### src/rtl/string_conv_pkg.sv
// Shared types and ASCII constants for the string-to-integer converter.
// Radix encoding matches the radix_sel port so it can be cast directly.
package string_conv_pkg;

    typedef enum logic [1:0] {
        RADIX_DEC = 2'd0,
        RADIX_HEX = 2'd1,
        RADIX_OCT = 2'd2,
        RADIX_BIN = 2'd3
    } radix_e;

    typedef enum logic [1:0] {
        IDLE  = 2'd0,
        ACCUM = 2'd1,
        SKIP  = 2'd2,
        DONE  = 2'd3
    } state_e;

    localparam logic [7:0] ASCII_0          = 8'h30;
    localparam logic [7:0] ASCII_9          = 8'h39;
    localparam logic [7:0] ASCII_LOWER_A    = 8'h61;
    localparam logic [7:0] ASCII_LOWER_F    = 8'h66;
    localparam logic [7:0] ASCII_UPPER_A    = 8'h41;
    localparam logic [7:0] ASCII_UPPER_F    = 8'h46;
    localparam logic [7:0] ASCII_UNDERSCORE = 8'h5F;
    localparam logic [7:0] ASCII_MINUS      = 8'h2D;
    localparam logic [7:0] ASCII_PLUS       = 8'h2B;

    localparam logic [5:0] NDIG_MAX = 6'd63;

endpackage

### src/rtl/char_digit_decode.sv
// Combinational classifier: turns one ASCII character into a digit value
// and tells whether it is a legal digit for the selected radix.
module char_digit_decode
    import string_conv_pkg::*;
(
    input  logic [7:0] char_i,
    input  radix_e     radix_i,
    output logic       is_digit,
    output logic [3:0] digit,
    output logic       is_underscore
);

    logic is_num;
    logic is_lower_hex;
    logic is_upper_hex;

    always_comb begin
        is_num        = (char_i >= ASCII_0) && (char_i <= ASCII_9);
        is_lower_hex  = (char_i >= ASCII_LOWER_A) && (char_i <= ASCII_LOWER_F);
        is_upper_hex  = (char_i >= ASCII_UPPER_A) && (char_i <= ASCII_UPPER_F);
        is_underscore = (char_i == ASCII_UNDERSCORE);
        is_digit      = 1'b0;
        digit         = 4'd0;

        // Letters 'a'/'A' have low nibble 1, so adding 9 yields 10..15.
        if (is_num) begin
            digit = char_i[3:0];
        end else if (is_lower_hex || is_upper_hex) begin
            digit = char_i[3:0] + 4'd9;
        end

        case (radix_i)
            RADIX_DEC: is_digit = is_num;
            RADIX_HEX: is_digit = is_num || is_lower_hex || is_upper_hex;
            RADIX_OCT: is_digit = is_num && !char_i[3];
            RADIX_BIN: is_digit = is_num && (char_i[3:1] == 3'b000);
            default:   is_digit = 1'b0;
        endcase
    end

endmodule

### src/rtl/string_atoi_parser.sv
// Streaming ASCII-to-integer converter for decimal, hex, octal and binary
// strings, with digit count, sticky overflow and optional decimal sign.
module string_atoi_parser
    import string_conv_pkg::*;
#(
    parameter int WIDTH = 32
) (
    input  logic             clk,
    input  logic             rst_n,
    input  logic             start,
    input  logic [1:0]       radix_sel,
    input  logic             char_valid,
    input  logic [7:0]       char_data,
    input  logic             char_last,
    output logic             char_ready,
    output logic             result_valid,
    input  logic             result_ready,
    output logic [WIDTH-1:0] result,
    output logic [5:0]       result_ndig,
    output logic             result_ovf
);

    state_e           state_q, state_d;
    radix_e           radix_q, radix_d;
    logic [WIDTH-1:0] acc_q, acc_d;
    logic [5:0]       ndig_q, ndig_d;
    logic             ovf_q, ovf_d;
    logic             neg_q, neg_d;
    logic             first_q, first_d;

    logic             is_digit;
    logic [3:0]       digit;
    logic             is_underscore;
    logic             accept;
    logic [WIDTH+3:0] acc_ext;
    logic [WIDTH+3:0] prod_ext;
    logic [WIDTH+3:0] sum_ext;

    char_digit_decode u_decode (
        .char_i        (char_data),
        .radix_i       (radix_q),
        .is_digit      (is_digit),
        .digit         (digit),
        .is_underscore (is_underscore)
    );

    // Four guard bits hold the full acc*16+15, so any nonzero guard bit
    // means the untruncated value did not fit in WIDTH bits.
    always_comb begin
        acc_ext  = {4'b0000, acc_q};
        prod_ext = '0;
        case (radix_q)
            RADIX_DEC: prod_ext = (acc_ext << 3) + (acc_ext << 1);
            RADIX_HEX: prod_ext = acc_ext << 4;
            RADIX_OCT: prod_ext = acc_ext << 3;
            RADIX_BIN: prod_ext = acc_ext << 1;
            default:   prod_ext = '0;
        endcase
        sum_ext = prod_ext + {{WIDTH{1'b0}}, digit};
    end

    assign char_ready = (state_q == ACCUM) || (state_q == SKIP);
    assign accept     = char_valid && char_ready;

    always_comb begin
        state_d = state_q;
        radix_d = radix_q;
        acc_d   = acc_q;
        ndig_d  = ndig_q;
        ovf_d   = ovf_q;
        neg_d   = neg_q;
        first_d = first_q;

        case (state_q)
            IDLE: begin
                if (start) begin
                    radix_d = radix_e'(radix_sel);
                    acc_d   = '0;
                    ndig_d  = '0;
                    ovf_d   = 1'b0;
                    neg_d   = 1'b0;
                    first_d = 1'b1;
                    state_d = ACCUM;
                end
            end
            ACCUM: begin
                if (accept) begin
                    first_d = 1'b0;
                    if (is_digit) begin
                        acc_d = sum_ext[WIDTH-1:0];
                        ovf_d = ovf_q | (|sum_ext[WIDTH+3:WIDTH]);
                        if (ndig_q != NDIG_MAX) begin
                            ndig_d = ndig_q + 6'd1;
                        end
                        if (char_last) state_d = DONE;
                    end else if (is_underscore) begin
                        if (char_last) state_d = DONE;
                    end else if ((radix_q == RADIX_DEC) && first_q &&
                                 ((char_data == ASCII_MINUS) || (char_data == ASCII_PLUS))) begin
                        // A leading sign only matters for decimal; '+' is a no-op.
                        if (char_data == ASCII_MINUS) neg_d = 1'b1;
                        if (char_last) state_d = DONE;
                    end else begin
                        state_d = char_last ? DONE : SKIP;
                    end
                end
            end
            SKIP: begin
                if (accept && char_last) state_d = DONE;
            end
            DONE: begin
                if (result_ready) state_d = IDLE;
            end
            default: state_d = IDLE;
        endcase
    end

    always_ff @(posedge clk or negedge rst_n) begin
        if (!rst_n) begin
            state_q <= IDLE;
            radix_q <= RADIX_DEC;
            acc_q   <= '0;
            ndig_q  <= '0;
            ovf_q   <= 1'b0;
            neg_q   <= 1'b0;
            first_q <= 1'b0;
        end else begin
            state_q <= state_d;
            radix_q <= radix_d;
            acc_q   <= acc_d;
            ndig_q  <= ndig_d;
            ovf_q   <= ovf_d;
            neg_q   <= neg_d;
            first_q <= first_d;
        end
    end

    assign result_valid = (state_q == DONE);
    assign result       = neg_q ? (-acc_q) : acc_q;
    assign result_ndig  = ndig_q;
    assign result_ovf   = ovf_q;

endmodule

### config.mk
export PLATFORM = sky130hd
export DESIGN_NAME = string_atoi_parser
export DESIGN_NICKNAME = d
export VERILOG_FILES = /design/src/rtl/string_conv_pkg.sv /design/src/rtl/char_digit_decode.sv /design/src/rtl/string_atoi_parser.sv
export SDC_FILE = /design/constraint.sdc
export NUM_CORES = 1
export LEC_CHECK = 0
export ABC_AREA = 1
export CAP_MARGIN = 20
export CORE_MARGIN = 10
export CORE_UTILIZATION = 61
export DETAILED_ROUTE_END_ITERATION = 12
export MAX_ROUTING_LAYER = met4
export PLACE_DENSITY = 0.81
export SLEW_MARGIN = 30
export SYNTH_ARGS = -nofsm -noshare
export SYNTH_HDL_FRONTEND = slang
export SYNTH_SLANG_ARGS = --single-unit
### constraint.sdc
create_clock -name clk -period 9.3 [get_ports clk]
set_input_delay 1.86 -clock clk [delete_from_list [all_inputs] [get_ports clk]]
set_output_delay 1.86 -clock clk [all_outputs]
set_load 0.01 [all_outputs]
# Word-level counts from Yosys, hierarchy flattened
# Index checks and enable logic that the tools add are counted.
# W data, S select, Z words.
# totals
inputBits	16
reg_bits	45
out_inout_bits	41
wordCells	102
# classes
n_lt_le_gt_ge	6
n_reduce_logical	26
n_eq_ne	20
addsub	5
muxes	37
bitwise	1
# op_table
cell	count
$pmux W36 S4	1
$mux W32	4
$pmux W32 S2	1
$add A35 B33 Y36	1
$add A36 B4 Y36	1
$neg A32 Y32	1
$mux W6	4
$eq A8 B6 Y1 const B	2
$ge A8 B7 Y1 const B	2
$le A8 B7 Y1 const B	2
$mux W2	8
$pmux W6 S2	1
$mux W1	11
$ne A2 B1 Y1 const B	5
$ne A2 B2 Y1 const B	5
$logic_and A1 B1 Y1	9
$eq A2 B2 Y1 const B	4
$eq A8 B7 Y1 const B	1
$ge A8 B6 Y1 const B	1
$le A8 B6 Y1 const B	1
$mux W4	2
$pmux W2 S4	1
$reduce_and A4 Y1	2
$reduce_and A7 Y1	1
16 further kinds	24

# Longest topological paths before layout
# Gate-level depths: netlist (run 1).
# depth
ltp_word	11
depth_mapped	28
mapped_depth_nobuf	28

# Hierarchy
# A second synthesis (run 1) with hierarchy kept.
# unflattened
hier_cells	1290
hier_area_um2	7378.3
# modules_own_cells
module	seq_area_each_um2	cells_per_inst	instances	area_per_inst_um2
string_atoi_parser	1126.1	1243	1	7090.6
char_digit_decode	0.0	47	1	287.8

# Least setup slack after synthesis (run 1)
# Ideal clock, no wire load.
# synth_path
path_type	in2reg
start	input char_data[1]
end	register ovf_q, in the netlist result_ovf
setup_ns	0.129
setup_slack_ns	4.680
path_buffers	0
t_required_ns	9.171
arrival_ns	4.491
path_stages	26
path_cell_list	inv_1 > ha_1 > o21ai_0 > nand2_1 > nand2_1 > nand2_1 > o21ai_0 > a21oi_1 > ha_1 > nand3_1 > nand3_1 > nand3_2 > nor2_4 > nand3_2 > nor2_4 > nand2_4 > nor2_8 > nand3_4 > nor2_4 > nand2_1 > nand2_1 > nand2_1 > nor2_1 > nand3_2 > nand2_1 > a21oi_2
# synth_via
elab_chain_cells	11
word_cells_on_any_way	27
cone_classes	add/sub: 2; order compare: 6; eq/ne: 1; mux: 6; bitwise: 1; reduce/logical: 11
# synth_lines
item	line	source
start: declaration	string_atoi_parser.sv:13	input logic [7:0] char_data,
$ge A8 B7 Y1 (tied with other cells)	char_digit_decode.sv:19	is_lower_hex = (char_i >= ASCII_LOWER_A) && (char_i <= ASCII_LOWER_F);
$logic_and A1 B1 Y1 (on tied branches)	char_digit_decode.sv:19, char_digit_decode.sv:20	
$logic_or A1 B1 Y1	char_digit_decode.sv:28	end else if (is_lower_hex || is_upper_hex) begin
$mux W4	char_digit_decode.sv:28	
$mux W4	char_digit_decode.sv:26	if (is_num) begin
$add A36 B4 Y36	string_atoi_parser.sv:59	sum_ext = prod_ext + {{WIDTH{1'b0}}, digit};
$reduce_or A4 Y1	string_atoi_parser.sv:91	ovf_d = ovf_q | (|sum_ext[WIDTH+3:WIDTH]);
$or A1 B1 Y1	string_atoi_parser.sv:91	
$mux W1	string_atoi_parser.sv:89	if (is_digit) begin
$mux W1	string_atoi_parser.sv:87	if (accept) begin
$pmux W1 S2	string_atoi_parser.sv:74	case (state_q)
end signal: assignment	string_atoi_parser.sv:132	ovf_q <= ovf_d;
end: declaration	string_atoi_parser.sv:27	logic ovf_q, ovf_d;
# Several ways; a longest one is shown, not always the timed one. The select of a mux whose other input is x is not followed.
# A chain may end at the register's enable or synchronous reset.

# Worst setup path in the final report (run 1)
# layout_path
start	register acc_q[0]
end	output result[30]
# layout_via
elab_chain_cells	2
# layout_lines
item	line	source
start: declaration	string_atoi_parser.sv:25	logic [WIDTH-1:0] acc_q, acc_d;
start signal: assignment	string_atoi_parser.sv:122	acc_q <= '0;
start signal: assignment	string_atoi_parser.sv:130	acc_q <= acc_d;
$neg A32 Y32	string_atoi_parser.sv:139	assign result = neg_q ? (-acc_q) : acc_q;
$mux W32	string_atoi_parser.sv:139	
end: declaration	string_atoi_parser.sv:18	output logic [WIDTH-1:0] result,
# Every way passes these cells.

==> results by group, run 1 <==
Run status
  • Status: finished, final reports clean

Logic synthesis
  • Flops & latches, synth: 45
  • Seq/Total Area, Yosys: 15.20%
  • Syn avg cell area: 5.758 um^2
  • Asr flop ratio synth: 100.0%
  • Number of synthesized flops with an enable pin: 0
  • Synth cell types: 59
  • Synth Cell Area: 7411 um^2
  • Synth warn: 0
  • Mapped Nets: 1349
  • Synth Flop Type: dfrtp_1
  • Syn Inst Count: 1287

Clock tree
  • CTS H-tree depth: 2
  • Post-CTS Hold Buffers: 0
  • Post-CTS setup repair buffer count: 0
  • CTS tree: built
  • PostCTS Resize Cnt: 0
  • Clock transition at path regs: 60 ps
  • Clock sinks: 45
  • CTS Buf Count: 5
  • Worst-skew pair later-pin latency: 290 ps
  • CTS root buf: clkbuf_16
  • Buffer depth of the longest clock path: 2

Global routing
  • Initial antenna violation count: 0
  • Global Route Usage Sum: 28.86%
  • Number of global-route vias before repair: 7891
  • Aggregate global routing overflow: 0
  • Pin count of the biggest net entering global routing: 46
  • Global-route wire length before repair: 38300 um

Cells and area
  • Layout net count: 1389
  • Post-layout util: 68.20%
  • Commonest non-fill, non-tap cell in the layout: nand2_1
  • Antenna cells: 0
  • Ratio of cells with drive above 1 in the final layout: 6.024%
  • Layout Area Growth over Synthesis: 10.08%
  • Most frequent cells in the layout: 395 x nand2_1, 222 x inv_1, 119 x nor2_1, 104 x nand3_1, 56 x a21oi_1

Placement
  • Pre-CTS setup slack: 3781 ps
  • Hpwl dp: 19130 um
  • Routability cong.: 1.034
  • Port bufs: 56

Worst hold path
  • Worst min path class: register to register

Timing
  • Worst slew pin tran: 913.4 ps
  • Final hold violations: 0
  • Fmax: 179.7 MHz
  • Unrepaired setup endpoints after global routing: no
  • Hold slack final: 536.0 ps
  • Total negative slack: 0 ps
  • Setup ws final: 3736 ps
  • Slew Viols, Final: 0
  • Post-Route Skew: 2.396 ps
  • Min Tclk post-route: 5564 ps
  • Setup Viol. Count Final: 0
  • Slew Limit Headroom: 39.10%
  • Final period utilization: 59.83%

Critical path
  • Crit. End Element: output port
  • Setup slack, reg-to-reg: 5090 ps
  • CP startpoint kind: register
  • Reg-to-reg critical path startpoint: radix_q[0]
  • Crit path kind: register to output port
  • End point of the critical path: result[30]
  • Crit path max fanout: 5
  • Worst r2r dst: result_ovf
  • Critical path origin: acc_q[0]
  • Worst Path Arrival: 3700 ps
  • R2R cell count: 22
  • Req. time, crit path: 7440 ps

Routing
  • Antenna-violating nets left: 0
  • DRC: 0
  • Total Wirelength: 23900 um
  • Routed len/inst: 16.20 um
  • First DRT Iteration DRCs: 1153
  • Vias per inst: 5.764
  • Via Count: 8502
  • 1st-pass router iterations: 6

Die
  • Die X: 130.2 um
  • Starting Density: 61.96%
  • Top-Level Pins: 57
  • Die area: 16960 um^2
  • Core ar.: 11960 um^2
  • Die H: 130.2 um
  • Row cnt: 40

Power and ir drop
  • VDD IR max: 0.0001842 V
  • Pwr/cell area: 279.1 nW/um^2
  • Leakage Power: 0.004179 uW
  • Overall power: 2277 uW

Run
  • Max Cap Viol: 0
## cell type report
class | instances | area (um^2)
fill | 1160 | 3804
inverter | 234 | 887.1
tap | 147 | 183.9
clock inverter | 2 | 10.01
timing repair buffer | 60 | 588.1
multi-input combinational | 981 | 5234
sequential | 45 | 1126
clock buffer | 6 | 128.9
## sequential cells by signal, summed over array words and instances (netlist names), named ones only
signal and count:
state_q 1, first_q 1, neg_q 1, radix_q 2, result_ovf 1, acc_q 32, result_ndig 6
## per-layer routing
| layer | track usage, % | wire length [um] |
|---|---|---|
| met1 | 36.09 | 9825 |
| met2 | 45.40 | 10630 |
| met3 | 5.314 | 2691 |
| met4 | 10.98 | 750 |
| met5 | - | 0 |
## cell usage after synthesis, drive strengths merged (6+ instances only)
master,n,share of area [%]
inv,230,12
nand2,411,22
o21ai,60,4.1
nand3,112,8.2
nor2,141,9.2
nand4,19,1.6
buf,14,1.6
dfrtp,45,15
a21oi,57,3.9
nor3,20,1.6
xor2,30,3.5
o22ai,27,2.4
o221ai,14,1.9
clkbuf,13,0.66
ha,44,7.4
nor4,6,0.68
## report_power, final
group	internal [uW]	switching, uW	total (uW)	leakage (uW)
Combinational	578	1130	1710	0.00350
Sequential	256	140	397	0.000609
Clock	98.7	73.2	172	0.0000706
Total	933	1340	2280	0.00418
## how the worst min path moves through the flow
stage | start | end | slack, ps | depth (start not counted)
2_1_floorplan | first_q | first_q | 510 | 2
3_3_place_gp | result_ndig[0] | result_ndig[0] | 510 | 1
3_5_place_dp | result_ndig[0] | result_ndig[0] | 520 | 1
4_1_cts | result_ndig[0] | result_ndig[0] | 530 | 1
5_1_grt | result_ovf | result_ovf | 570 | 2
6_report | result_ndig[0] | result_ndig[0] | 540 | 1
## kinds of logic after synthesis
logic type	count (synthesis)	share of synthesized area, %
xor gates and xnor gates	33	3.900
adders and majority gates	46	7.969
buffers and inverters	261	14.18
and+or+nand+nor	718	43.66
AOI/OAI and AO/OA	184	15.09
DFF	45	15.20
## critical path: stages (launching register included)
cell and delay [ps]:
dfrtp_1 440, inv_1 150, ha_1 170, inv_1 50
nor3_1 210, nor3b_1 310, inv_1 120, nor4_2 280
nand2_1 140, inv_1 130, nand2_1 70, o21ai_0 430
o21ai_0 200, xor2_1 170, clkdlybuf4s50_1 550
## through the flow
step           cells  cell area [um^2]
6_report        1475              8158
5_1_grt         1475              8158
4_1_cts         1475              8158
3_5_place_dp    1467              8019
3_3_place_gp    1467              8016
2_1_floorplan   1287              7411
Note: power is estimated with default switching activity, not from simulation.
==> run 2, diff against run 1 <==
--- a/config.mk
+++ b/config.mk
@@ -8,10 +8,10 @@
 export ABC_AREA = 1
 export CAP_MARGIN = 20
 export CORE_MARGIN = 10
-export CORE_UTILIZATION = 61
+export CORE_UTILIZATION = 55
 export DETAILED_ROUTE_END_ITERATION = 12
 export MAX_ROUTING_LAYER = met4
-export PLACE_DENSITY = 0.81
+export PLACE_DENSITY = 0.77
 export SLEW_MARGIN = 30
 export SYNTH_ARGS = -nofsm -noshare
 export SYNTH_HDL_FRONTEND = slang
==> constraint.sdc (replaced) <==
create_clock -name clk -period 4.5 [get_ports clk]
set_input_delay 0.9 -clock clk [delete_from_list [all_inputs] [get_ports clk]]
set_output_delay 0.9 -clock clk [all_outputs]
set_load 0.01 [all_outputs]
==> results by group, run 2 (synthesis results as in run 1) <==
Timing
  • Final period utilization: 96.27%
  • Setup Viol. Count Final: 0
  • Slew Viols, Final: 0
  • Fmax: 230.8 MHz
  • Post-Route Skew: 6.084 ps
  • Final hold violations: 0
  • Total negative slack: 0 ps
  • Slew Limit Headroom: 54.91%
  • Worst slew pin tran: 675.6 ps
  • Min Tclk post-route: 4332 ps
  • Unrepaired setup endpoints after global routing: no

Placement
  • Hpwl dp: 19580 um
  • Port bufs: 56
  • Routability cong.: 1.012
  • DP Area: 8138 um^2
  • Cells after DPL: 1507

Die
  • Row cnt: 42
  • Die area: 18520 um^2
  • Starting Density: 55.96%
  • Core ar.: 13240 um^2
  • Top-Level Pins: 57
  • Die X: 136.1 um
  • Die H: 136.1 um

Global routing
  • Pin count of the biggest net entering global routing: 46
  • Number of global-route vias before repair: 7802
  • Global Route Usage Sum: 26.96%
  • Initial antenna violation count: 0
  • Aggregate global routing overflow: 0
  • Global-route wire length before repair: 39540 um

Clock tree
  • Clock sinks: 45
  • CTS tree: built
  • CTS root buf: clkbuf_16
  • Worst-skew pair later-pin latency: 300 ps
  • CTS Buf Count: 5
  • Buffer depth of the longest clock path: 2
  • CTS H-tree depth: 2
  • Clock transition at path regs: 60 ps

Critical path
  • Worst Path Arrival: 3430 ps
  • Crit. End Element: output port
  • CP startpoint kind: register
  • Critical path origin: acc_q[0]
  • Req. time, crit path: 3600 ps
  • Reg-to-reg critical path startpoint: acc_q[2]
  • Crit path kind: register to output port
  • Crit path max fanout: 4

Power and ir drop
  • Leakage Power: 0.004266 uW
  • Cell Int Power: 2090 uW
  • Seq pwr share: 15.6%
  • VDD IR max: 0.0003419 V
  • Clock power share: 8.7%
  • Sw Share: 57.49%
  • Pwr/cell area: 587.6 nW/um^2
  • Combinational share of power: 75.8%
  • Switching Power: 2826 uW

Routing
  • 1st-pass router iterations: 8
  • Antenna-violating nets left: 0
  • Via Count: 8472
  • First DRT Iteration DRCs: 970
  • Routed len/inst: 16.12 um
  • Total Wirelength: 24420 um
  • DRC: 0
  • Vias per inst: 5.592

Worst hold path
  • Worst min path class: register to register
  • Hold Path Origin: result_ndig[0]

Cells and area
  • Layout net count: 1401
  • Antenna cells: 0
  • Layout Area Growth over Synthesis: 12.88%
  • Largest Register: acc_q
  • Ratio of cells with drive above 1 in the final layout: 7.618%
  • Commonest non-fill, non-tap cell in the layout: nand2_1
  • Post-route design area: 8366 um^2
  • Most frequent cells in the layout: 394 x nand2_1, 220 x inv_1, 119 x nor2_1, 104 x nand3_1, 55 x a21oi_1
  • Max reg flops: 32
  • Final cell count without fillers: 1515

Run status
  • Status: finished, final reports clean

Run
  • Max Cap Viol: 0
==> run 2: cell types whose count changed in the layout (fill, tap and decap cells not counted), moves of 2 or more <==
cell / before / now
buf_4: 5 / 17
inv_1: 222 / 220
inv_2: 7 / 9
nor3_1: 17 / 15
==> run 2: layer usage <==
metal  global-route usage, %  part of all wire, %  vias to the layer above
li1                        -                    -                     4254
met1                   34.74                   43                     3810
met2                   42.68                   46                      360
met3                   4.502                  9.2                       48
met4                   7.574                  2.4                        0
met5                       -                    0                        -
==> run 2: power groups by stage <==
stage,registers [uW],logic [uW],clock network (uW)
after floorplan,693,2500,0
after detailed placement,757,3580,0
after CTS,750,3600,424
final,765,3720,426
after global routing,783,4100,434
after global placement,756,3580,0
==> run 2: layout make-up <==
type                    instances  area, um^2
clock buffers                   5       125.1
clock inverters                 2       35.03
fillers                      1344        4877
inverters                     234       887.1
multi-input cells             981        5291
flip-flops and latches         45        1126
well taps                     176       220.2
repair buffers                 72       680.7
==> run 2: through the flow <==
stage / hold slack [ps] / total power (uW) / util, % / setup slack [ps]
2_1_floorplan: 505.6 / 3196 / - / 840.3
3_3_place_gp: 519.4 / 4334 / 61.43 / 112.0
3_5_place_dp: 517.1 / 4332 / 61.45 / -22.25
4_1_cts: 528.8 / 4773 / 62.66 / 65.58
5_1_grt: 570.7 / 5323 / 63.17 / 8.316
6_report: 528.1 / 4915 / 63.17 / 168.0
==> run 2: critical path: stages, from the launching register on <==
cell             delay (ps)
dfrtp_1                 370
buf_4                   150
nor3_2                  190
nand2_1                 170
nor3_4                  190
nand4_1                 210
nor4_2                  340
nand4_1                 230
nor3_2                  270
inv_1                    80
nor2_1                  130
nor2_1                   70
xor2_1                  170
clkdlybuf4s50_1         560
==> run 2: final timing paths <==
kind                                  end  slack [ps]  cells after the start
setup reg to reg               result_ovf         920                     22
hold / removal             result_ndig[0]         530                      1
max in group asynchronous       acc_q[25]        3500                      1
setup / recovery               result[27]         170                     13
hold reg to reg            result_ndig[0]         530                      1
min in group asynchronous        acc_q[1]         590                      1
==> run 2: what timing repair did <==
item	CTS	global route
hold buffers	0	0
resized for setup	0	15
setup buffers	0	1
setup endpoints to repair	0	13
==> run 3, diff against run 2 <==
--- a/config.mk
+++ b/config.mk
@@ -6,7 +6,6 @@
 export NUM_CORES = 1
 export LEC_CHECK = 0
 export ABC_AREA = 1
-export CAP_MARGIN = 20
 export CORE_MARGIN = 10
 export CORE_UTILIZATION = 55
 export DETAILED_ROUTE_END_ITERATION = 12
==> constraint.sdc (replaced) <==
create_clock -name clk -period 3.85 [get_ports clk]
set_input_delay 0.77 -clock clk [delete_from_list [all_inputs] [get_ports clk]]
set_output_delay 0.77 -clock clk [all_outputs]
set_load 0.01 [all_outputs]
==> results by group, run 3 (synthesis results as in run 1) <==
Global routing
  • Initial antenna violation count: 0
  • Global Route Usage Sum: 27.94%
  • Global-route wire length before repair: 40810 um
  • Aggregate global routing overflow: 0
  • Number of global-route vias before repair: 8249
  • Pin count of the biggest net entering global routing: 46

Timing
  • Final period utilization: 97.62%
  • Setup ws final: 91.47 ps
  • Setup Viol. Count Final: 0
  • Fmax: 266.1 MHz
  • Min Tclk post-route: 3759 ps
  • Final hold violations: 0
  • Worst slew pin tran: 821.9 ps
  • Post-Route Skew: 3.511 ps
  • Slew Limit Headroom: 45.21%
  • Total negative slack: 0 ps
  • Slew Viols, Final: 0
  • Unrepaired setup endpoints after global routing: yes

Die
  • Core ar.: 13240 um^2
  • Die H: 136.1 um
  • Die X: 136.1 um
  • Row cnt: 42
  • Top-Level Pins: 57
  • Starting Density: 55.96%
  • Die area: 18520 um^2

Placement
  • Pre-CTS setup slack: -449.2 ps
  • Routability cong.: 1.020
  • Cells after DPL: 1553
  • Port bufs: 56
  • DP Area: 8483 um^2
  • Hpwl dp: 20350 um

Critical path
  • Most frequent CP cell: buf_4
  • CP startpoint kind: register
  • Worst Path Arrival: 2990 ps
  • Req. time, crit path: 3080 ps
  • CP peak stage delay: 390 ps
  • Crit path kind: register to output port
  • CP max stage cell: dfrtp_1
  • Cell chain of the critical path: inv_1, ha_1, inv_1, nor3_2, buf_4, nor3b_4, inv_2, nor4_4, nand2_1, inv_2, nand3_4, o41ai_4, buf_4, buf_4, xor2_1, buf_2
  • Crit path max fanout: 3
  • Crit. End Element: output port
  • R2R cell count: 21

Run
  • Max Cap Viol: 0

Routing
  • Via Count: 8837
  • Vias per inst: 5.600
  • DRC: 0
  • First DRT Iteration DRCs: 885
  • Antenna-violating nets left: 0
  • Routed len/inst: 16.26 um
  • Total Wirelength: 25660 um
  • 1st-pass router iterations: 6

Cells and area
  • Commonest non-fill, non-tap cell in the layout: nand2_1
  • Final cell count without fillers: 1578
  • Post-layout util: 67.54%
  • Max reg flops: 32
  • Layout Area Growth over Synthesis: 20.68%
  • Largest Register: acc_q
  • Antenna cells: 0
  • Post-route design area: 8944 um^2
  • Ratio of cells with drive above 1 in the final layout: 13.55%
  • Layout net count: 1463
  • Most frequent cells in the layout: 389 x nand2_1, 217 x inv_1, 116 x nor2_1, 102 x nand3_1, 78 x buf_4

Clock tree
  • Post-CTS Hold Buffers: 0
  • CTS tree: built
  • CTS H-tree depth: 2
  • Clock sinks: 45
  • CTS root buf: clkbuf_16
  • CTS Buf Count: 5
  • Clock transition at path regs: 60 ps
  • Buffer depth of the longest clock path: 2
  • Worst-skew pair later-pin latency: 290 ps

Power and ir drop
  • Leakage Power: 0.004707 uW
  • Pwr/cell area: 697.7 nW/um^2
  • VDD IR max: 0.0004927 V

Worst hold path
  • Worst min path class: input pin to async pin

Run status
  • Status: finished, final reports clean
-- run 3: metal layers --
metal	up-vias	wire [um]	track usage, %
li1	4373	-	-
met1	3964	10660	34.01
met2	416	11740	44.49
met3	84	2319	5.756
met4	0	946	10.83
met5	-	0	-
-- run 3: final timing paths --
check / from / end / slack (ps)
min in group clk: result_ndig[0] / result_ndig[0] / 540
worst max register to register: acc_q[2] / result_ovf / 310
worst min register to register: result_ndig[0] / result_ndig[0] / 540
max in group asynchronous: rst_n / first_q / 2940
worst min-delay path: rst_n / acc_q[3] / 460
worst max-delay path: acc_q[1] / result[24] / 90
-- run 3: timing repair --
action,4_1_cts,5_1_grt
pin swaps,23,26
cloned,0,0
setup endpoints to repair,18,27
endpoints found under the hold margin,0,0
gates resized for setup,34,51
buffers inserted,10,8
-- run 3: area by class of cell --
class	count	area [um^2]
flip-flops and latches	45	1126
clock buffers	7	142.6
clock inverters	1	30.03
inverters	234	887.1
fillers	1240	4299
repair buffers	134	1121
multi-input cells	981	5416
well taps	176	220.2
-- run 3: stage by stage --
step | total power [uW] | hold WS (ps)
finish | 6240 | 463.9
global route | 6724 | 514.7
CTS | 5925 | 512.2
detailed placement | 5227 | 526.3
global placement | 5206 | 521.7
floorplan | 3736 | 474.4
-- run 3: critical path: cells and delay by family, from the launching register on --
family          cells  cell delay [ps]
compound gates      1              360
flops               1              390
fa+ha+maj           1              140
xor+xnor            1              140
buf+inv             8              890
simple gates        5              780
-- run 3: where the power goes --
group          internal [uW]  switching [uW]  leakage (uW)  total, uW
Combinational           1770            3020       0.00401       4790
Clock                    325             192     0.0000841        516
Sequential               619             314      0.000609        933
